===== config.mk =====
export PLATFORM = sky130hd
export DESIGN_NAME = edge_event_arbiter
export DESIGN_NICKNAME = d
export VERILOG_FILES = /design/src/rtl/edge_arb_pkg.sv /design/src/rtl/edge_detect_cell.sv /design/src/rtl/edge_event_arbiter.sv
export SDC_FILE = /design/constraint.sdc
export NUM_CORES = 1
export LEC_CHECK = 0
export ABC_AREA = 1
export CORE_MARGIN = 3
export CORE_UTILIZATION = 50
export DETAILED_ROUTE_END_ITERATION = 10
export DONT_BUFFER_PORTS = 1
export GPL_ROUTABILITY_DRIVEN = 1
export GPL_TIMING_DRIVEN = 0
export RECOVER_POWER = 100
export SLEW_MARGIN = 10
export SYNTH_ARGS = -nofsm -noshare
export SYNTH_HDL_FRONTEND = slang
export SYNTH_SLANG_ARGS = --single-unit

===== constraint.sdc =====
create_clock -name clk -period 4.1 [get_ports clk]
set_input_delay 0.82 -clock clk [delete_from_list [all_inputs] [get_ports clk]]
set_output_delay 0.82 -clock clk [all_outputs]
set_load 0.005 [all_outputs]

===== src/rtl/edge_arb_pkg.sv =====
// Shared defaults and helpers for the edge event arbiter.
package edge_arb_pkg;

  localparam int DEF_N    = 4;
  localparam int DEF_ID_W = 2;

  // Value prev_level takes in reset, so a level already high at release is an edge.
  localparam logic RESET_LEVEL = 1'b0;

  function automatic int rr_next(input int ptr, input int n);
    return (ptr >= n - 1) ? 0 : ptr + 1;
  endfunction

endpackage


===== src/rtl/edge_detect_cell.sv =====
// Per-channel rising-edge detector; rise is combinational (Mealy) against the registered previous level.
module edge_detect_cell
  import edge_arb_pkg::*;
(
  input  logic clk,
  input  logic reset,
  input  logic level,
  output logic rise
);

  logic prev_level;

  always_ff @(posedge clk or posedge reset) begin
    if (reset) prev_level <= RESET_LEVEL;
    else       prev_level <= level;
  end

  assign rise = level & ~prev_level;

endmodule


===== src/rtl/edge_event_arbiter.sv =====
// Latches rising edges on N level inputs and issues them one at a time, round-robin, over valid/ready.
// Optional OVF_DETECT_EN adds a sticky overflow flag for edges merged into an already-pending event.
module edge_event_arbiter
  import edge_arb_pkg::*;
#(
  parameter int N    = DEF_N,
  parameter int ID_W = DEF_ID_W
) (
  input  logic            clk,
  input  logic            reset,
  input  logic [N-1:0]    level,
  output logic            ev_valid,
  output logic [ID_W-1:0] ev_id,
  input  logic            ev_ready,
  output logic [N-1:0]    pending
`ifdef OVF_DETECT_EN
  ,
  output logic            overflow
`endif
);

  logic [N-1:0]    rise;
  logic [N-1:0]    grant;
  logic [ID_W-1:0] rr_ptr;
  logic [ID_W-1:0] winner;
  logic [ID_W-1:0] idx;
  logic            found;
  logic            load;

  for (genvar i = 0; i < N; i++) begin : g_cell
    edge_detect_cell u_cell (
      .clk   (clk),
      .reset (reset),
      .level (level[i]),
      .rise  (rise[i])
    );
  end

  // Search upward from rr_ptr over registered pending only; this cycle's edges wait a cycle.
  always_comb begin
    winner = '0;
    found  = 1'b0;
    idx    = '0;
    for (int k = 0; k < N; k++) begin
      idx = ID_W'((int'(rr_ptr) + k) % N);
      if (!found && pending[idx]) begin
        found  = 1'b1;
        winner = idx;
      end
    end
  end

  assign load = (~ev_valid | ev_ready) & found;

  always_comb begin
    grant = '0;
    for (int i = 0; i < N; i++)
      grant[i] = load && (winner == ID_W'(i));
  end

  always_ff @(posedge clk or posedge reset) begin
    if (reset) begin
      pending  <= '0;
      ev_valid <= 1'b0;
      ev_id    <= '0;
      rr_ptr   <= '0;
    end else begin
      // Set beats clear: an edge on the issuing channel re-arms it.
      pending <= rise | (pending & ~grant);
      if (load) begin
        ev_valid <= 1'b1;
        ev_id    <= winner;
        rr_ptr   <= ID_W'(rr_next(int'(winner), N));
      end else if (!ev_valid || ev_ready) begin
        ev_valid <= 1'b0;
      end
    end
  end

`ifdef OVF_DETECT_EN
  always_ff @(posedge clk or posedge reset) begin
    if (reset)                             overflow <= 1'b0;
    else if (|(rise & pending & ~grant))   overflow <= 1'b1;
  end
`endif

endmodule


Word-level counts from Yosys, hierarchy flattened. Index checks and enable logic that the tools add are counted. Widths: inputs -> output; s select.

$add $sub $neg: 4. Multiply operators: 0. Divide/modulo/power cells: 0. Order comparisons: 5. Eq/ne operators: 3. Shift operators: 0. Mux-type cells: 19. Bitwise gates (word level): 14. Reduce and logical (&&, ||, !) cells: 14.

Operators by type and width (number): $lt 2x3->1 const B (4); $mux 1 (10); $mux 2 (5); $bmux 1 s2 (4); $logic_and 1x1->1 (7); $and 1x1->1 (5); $not 1->1 (5); $add 2x1->2 const B (2); $add 2x2->2 const B (2); $and 4x4->4 (1); $eq 2x2->1 const B (2); $logic_not 1->1 (4); $not 4->4 (1); $or 4x4->4 (1); $eq 2x1->1 const B (1); $ge 2x2->1 const B (1); $logic_not 2->1 (1); $reduce_bool 2->1 (1); $logic_or 1x1->1 (1); $or 1x1->1 (1).

Register bits after elaboration: 13. Latch bits: 0. Bits in writable memories: 0. Memory bits (read-only): 0. Bits of input ports: 7. Output and inout bits: 7. Logic and storage cells: 67. Memories kept: 0.

Logic depth before layout (Yosys ltp).
Depth in word-level cells: 17. Gate-level depth with buffers: 14. Depth with buffers taken out: 14.

Cells and area by module. Synthesis repeated with hierarchy kept, for this count alone.

Cells, all modules: 125. Area total of the unflattened synthesis: 864.6 sq um.

By module, submodules not included: edge_event_arbiter (instances 1, cells each 109, area an instance 709.4 sq um, sequential area each 225.2 sq um); edge_detect_cell (instances 4, cells each 4, area an instance 38.8 sq um, sequential area each 25.0 sq um).

Worst setup path after synthesis. No wires, ideal clock.

Path kind: flip-flop to flip-flop. Start point: reg rr_ptr[0]. End point: reg rr_ptr[1]. Library setup time: 0.074 ns. Arrival time: 1.603 ns. Data required time: 4.026 ns. Path slack: 2.423 ns. Cell stages (with the launch flop): 12. Path buffers: 1. Period minus slack after synthesis: 1.677 ns. Path through: dfrtp_1 -> buf_6 -> nand2_1 -> nand2_1 -> nand2_1 -> nand2_2 -> nor2_4 -> nand3_2 -> nand3_1 -> inv_1 -> ha_1 -> o21ai_2.

Word-level cells in the longest chain between the ends: 14. Elaborated cells on any way between the ends: 29. Those cells by class: 4 x add/sub; 1 x order compare; 17 x mux; 1 x bitwise; 6 x reduce/logical.

Ends and longest elaborated chain: from (decl) (RTL line edge_event_arbiter.sv:24) `logic [ID_W-1:0] rr_ptr;`; from (signal assigned) (RTL line edge_event_arbiter.sv:73) `rr_ptr <= ID_W'(rr_next(int'(winner), N));`; branches (longest 11 deep; another with $add 2x1->2); $mux 2 * (RTL line edge_event_arbiter.sv:46) `if (!found && pending[idx]) begin`; via winner[0] (RTL line edge_event_arbiter.sv:25) `logic [ID_W-1:0] winner;`; $add 2x1->2 / $ge 2x2->1 (equally long branches) (RTL line edge_arb_pkg.sv:11) `return (ptr >= n - 1) ? 0 : ptr + 1;`; $mux 2 * (RTL line edge_arb_pkg.sv:11).

Mark *: on every way through the listed nets, which the timed path passes. The select of a mux whose other input is x is not followed. A chain may end at the register's enable or synchronous reset.

Worst setup path after layout. Same ends and word-level chain as after synthesis.

==> flow_metrics.tcl <==
set metrics [dict create \
    post_cts_resized 0 \
    antenna_found_initial 0 \
    grt_pass1_vias 586 \
    fp-row-count 14 \
    drt-pass1-iter-count 3 \
    post-cts-setup-buffer-count 0 \
    min_period_over_period 0.545 \
    syn_inst 113 \
    route.detailed.wl_per_inst_um 11.4 \
    synth.avg_cell_area_um2 7.35 \
    initial_core_util 0.539 \
    critPathMaxFanout 10 \
    io_buffer_count 0 \
    gr-total-overflow 0 \
    reg2reg_from "rr_ptr[0]" \
    p_leak_nw 0.490 \
    relSlewSlack 0.664 \
    synth_top_cell_by_area "dfrtp_1" \
    worstSetupStartpointType "register" \
    finalSetupViolCount 0 \
    via_per_inst 4.98 \
    antenna_left 0 \
    slowest_stage "clkbuf_1" \
    placed_area_um2 851 \
    final_util 0.543 \
    timing.fmax_mhz 448 \
    antenna_cells 0 \
    drv_cap 0 \
    grt_use_met3 0.0345 \
    finalCriticalPeriod_ns 2.23 \
    drc_errors 0 \
    critPathKind "register to register" \
    clock-root-buffer "clkbuf_4" \
    gr-usage-met2 0.252 \
    gp_congestion 0.853 \
    use_met1 0.202 \
    die_x_um 46.8 \
    vias 662 \
    synth_top_area_share 0.392 \
    p_total_mw 0.790 \
    drv_slew 0 \
    die_area_um2 2190 \
    startpoint "rr_ptr[0]" \
    hold_viol 0 \
    syn_nets 124 \
    fp.dieH_um 46.8 \
    fillerInstances 172 \
    grt_setup_unrepaired "false" \
    finClkSkew_ns 0.00423 \
    clkTransAtPathRegs_ns 0.08 \
    final.setup.tns_ns 0 \
    cts_tree "done" \
    grt_pass1_wl_um 2420 \
    crit_path_max_incr_delay_ns 0.38 \
    vdd_drop_max_mv 0.347 \
    hold_path.class "input port to asynchronous set/reset pin" \
    io_pins 14 \
    h-tree-depth 1 \
    worst_setup_path_end_kind "register" \
    powerDensity_nw_per_um2 944 \
    worst-path-buf-inv 2 \
    synth_cell_type_count 14 \
    grt_start_max_net_pins 14 \
    ys_ff_latch 13 \
    cts_buffer_depth 2 \
    drt_iter0_drc 3 \
    nNetsFinal 129 \
    ys_seq_area_frac 0.392 \
    grt_usage 0.156 \
    core-area_um2 1540 \
    yosys_warnings 0 \
    insertion_delay_ns 0.28 \
    cts_buffers 3 \
    cp.arrival_ns 2.43 \
    holdBufCountCts 0 \
    design_area_um2 837 \
    drive_above_1_share 0.120 \
    syn_to_final_growth_pct 0.753 \
    postRouteWirelength_um 1520 \
    worst_slew_pin_slew_ns 0.503 \
    crit_required_ns 4.29 \
    crit_path_cell_trace "clkbuf_1, nand2_1, nand3_1, nand2_1, nor2_1, nand3_2, nand3_1, inv_1, ha_1, o21ai_0" \
    critical-path-top-delay-family "simple AND/OR/NAND/NOR gates" \
    syn-cell-area_um2 831 \
    place_hpwl_um 1180 \
    synthTopCellsByArea "dfrtp_1 (39%), nand2_1 (20%), inv_1 (9.0%)" \
    status "complete, no violations" \
    globalRoute.busiestLayer "met2" \
    numClockSinks 13 \
]
[flip-flops by register name, indices dropped and copies added, names as in the netlist]
name,cells
ev_id,2
g_cell.u_cell.prev_level,4
ev_valid,1
pending,4
rr_ptr,2
[routing by layer]
metal,up-vias,share of wire
met2,8,0.48
met1,302,0.48
li1,348,-
met3,4,0.026
met5,-,0
met4,0,0.013
[placed cells by master, fill, tap and decap left out]
master,instances
nand2_1,47
inv_1,20
dfrtp_1,13
nand3_1,9
nand2_2,5
o21ai_0,4
ha_1,4
clkbuf_1,3
o21ai_2,3
clkbuf_4,3
inv_2,2
nor2_1,1
nand3_2,1
nand4_1,1
a31oi_1,1
[kinds of logic (layout without fill, tap and decap cells)]
kind of cell    count (synthesis)  after routing  share of synthesized area
buf+inv                        24             28                      0.127
compound gates                  8              8                     0.0723
fa+ha+maj                       4              4                     0.0602
flops                          13             13                      0.392
simple gates                   64             64                      0.349
[synthesized netlist by cell type (all sizes together)]
| cell type | number |
|---|---|
| dfrtp | 13 |
| inv | 22 |
| nand3 | 10 |
| ha | 4 |
| nand2 | 52 |
| nor2 | 1 |
| o21ai | 7 |
| buf | 2 |
| a31oi | 1 |
| nand4 | 1 |
[worst reg2reg max path: cells and delay by family, from the launching register on]
kind,cells,cell delay (ns)
buffers and inverters,2,0.48
and+or+nand+nor,6,0.87
adders and majority gates,1,0.27
AOI/OAI and AO/OA,1,0.17
DFF,1,0.36
[final timing paths]
path	endpoint	slack [ns]	cells past startpoint
setup / recovery	rr_ptr[1]	1.87	10
hold / removal	ev_id[0]	0.45	1
setup reg to reg	rr_ptr[1]	1.87	10
hold reg to reg	pending[2]	0.48	3
max in group asynchronous	pending[0]	3.31	1
min in group clk	pending[2]	0.48	3
[power by group]
| group | total, mW | switching (mW) | internal, mW |
|---|---|---|---|
| logic | 0.488 | 0.326 | 0.161 |
| registers | 0.223 | 0.0471 | 0.176 |
| clock network | 0.0792 | 0.0415 | 0.0377 |
| total | 0.790 | 0.415 | 0.375 |
[area by class of cell]
| type | count | area (um2) | area share |
|---|---|---|---|
| Sequential cell | 13 | 325 | 0.389 |
| Multi-Input combinational cell | 76 | 375 | 0.448 |
| Inverter | 22 | 82.6 | 0.0987 |
| Clock buffer | 4 | 26.3 | 0.0314 |
| Buffer | 2 | 7.51 | 0.00897 |
| Tap cell | 16 | 20.0 | 0.0239 |
[stage by stage]
| step | instances | hold WS [ns] | setup slack [ns] |
|---|---|---|---|
| final | 133 | 0.450 | 1.87 |
| after global routing | 133 | 0.478 | 1.63 |
| after CTS | 133 | 0.458 | 2.17 |
| after detailed placement | 129 | 0.472 | 2.19 |
| after global placement | 129 | 0.461 | 2.20 |
| after floorplan | 113 | 0.455 | 2.42 |
Power figures use the tool's default switching activity.
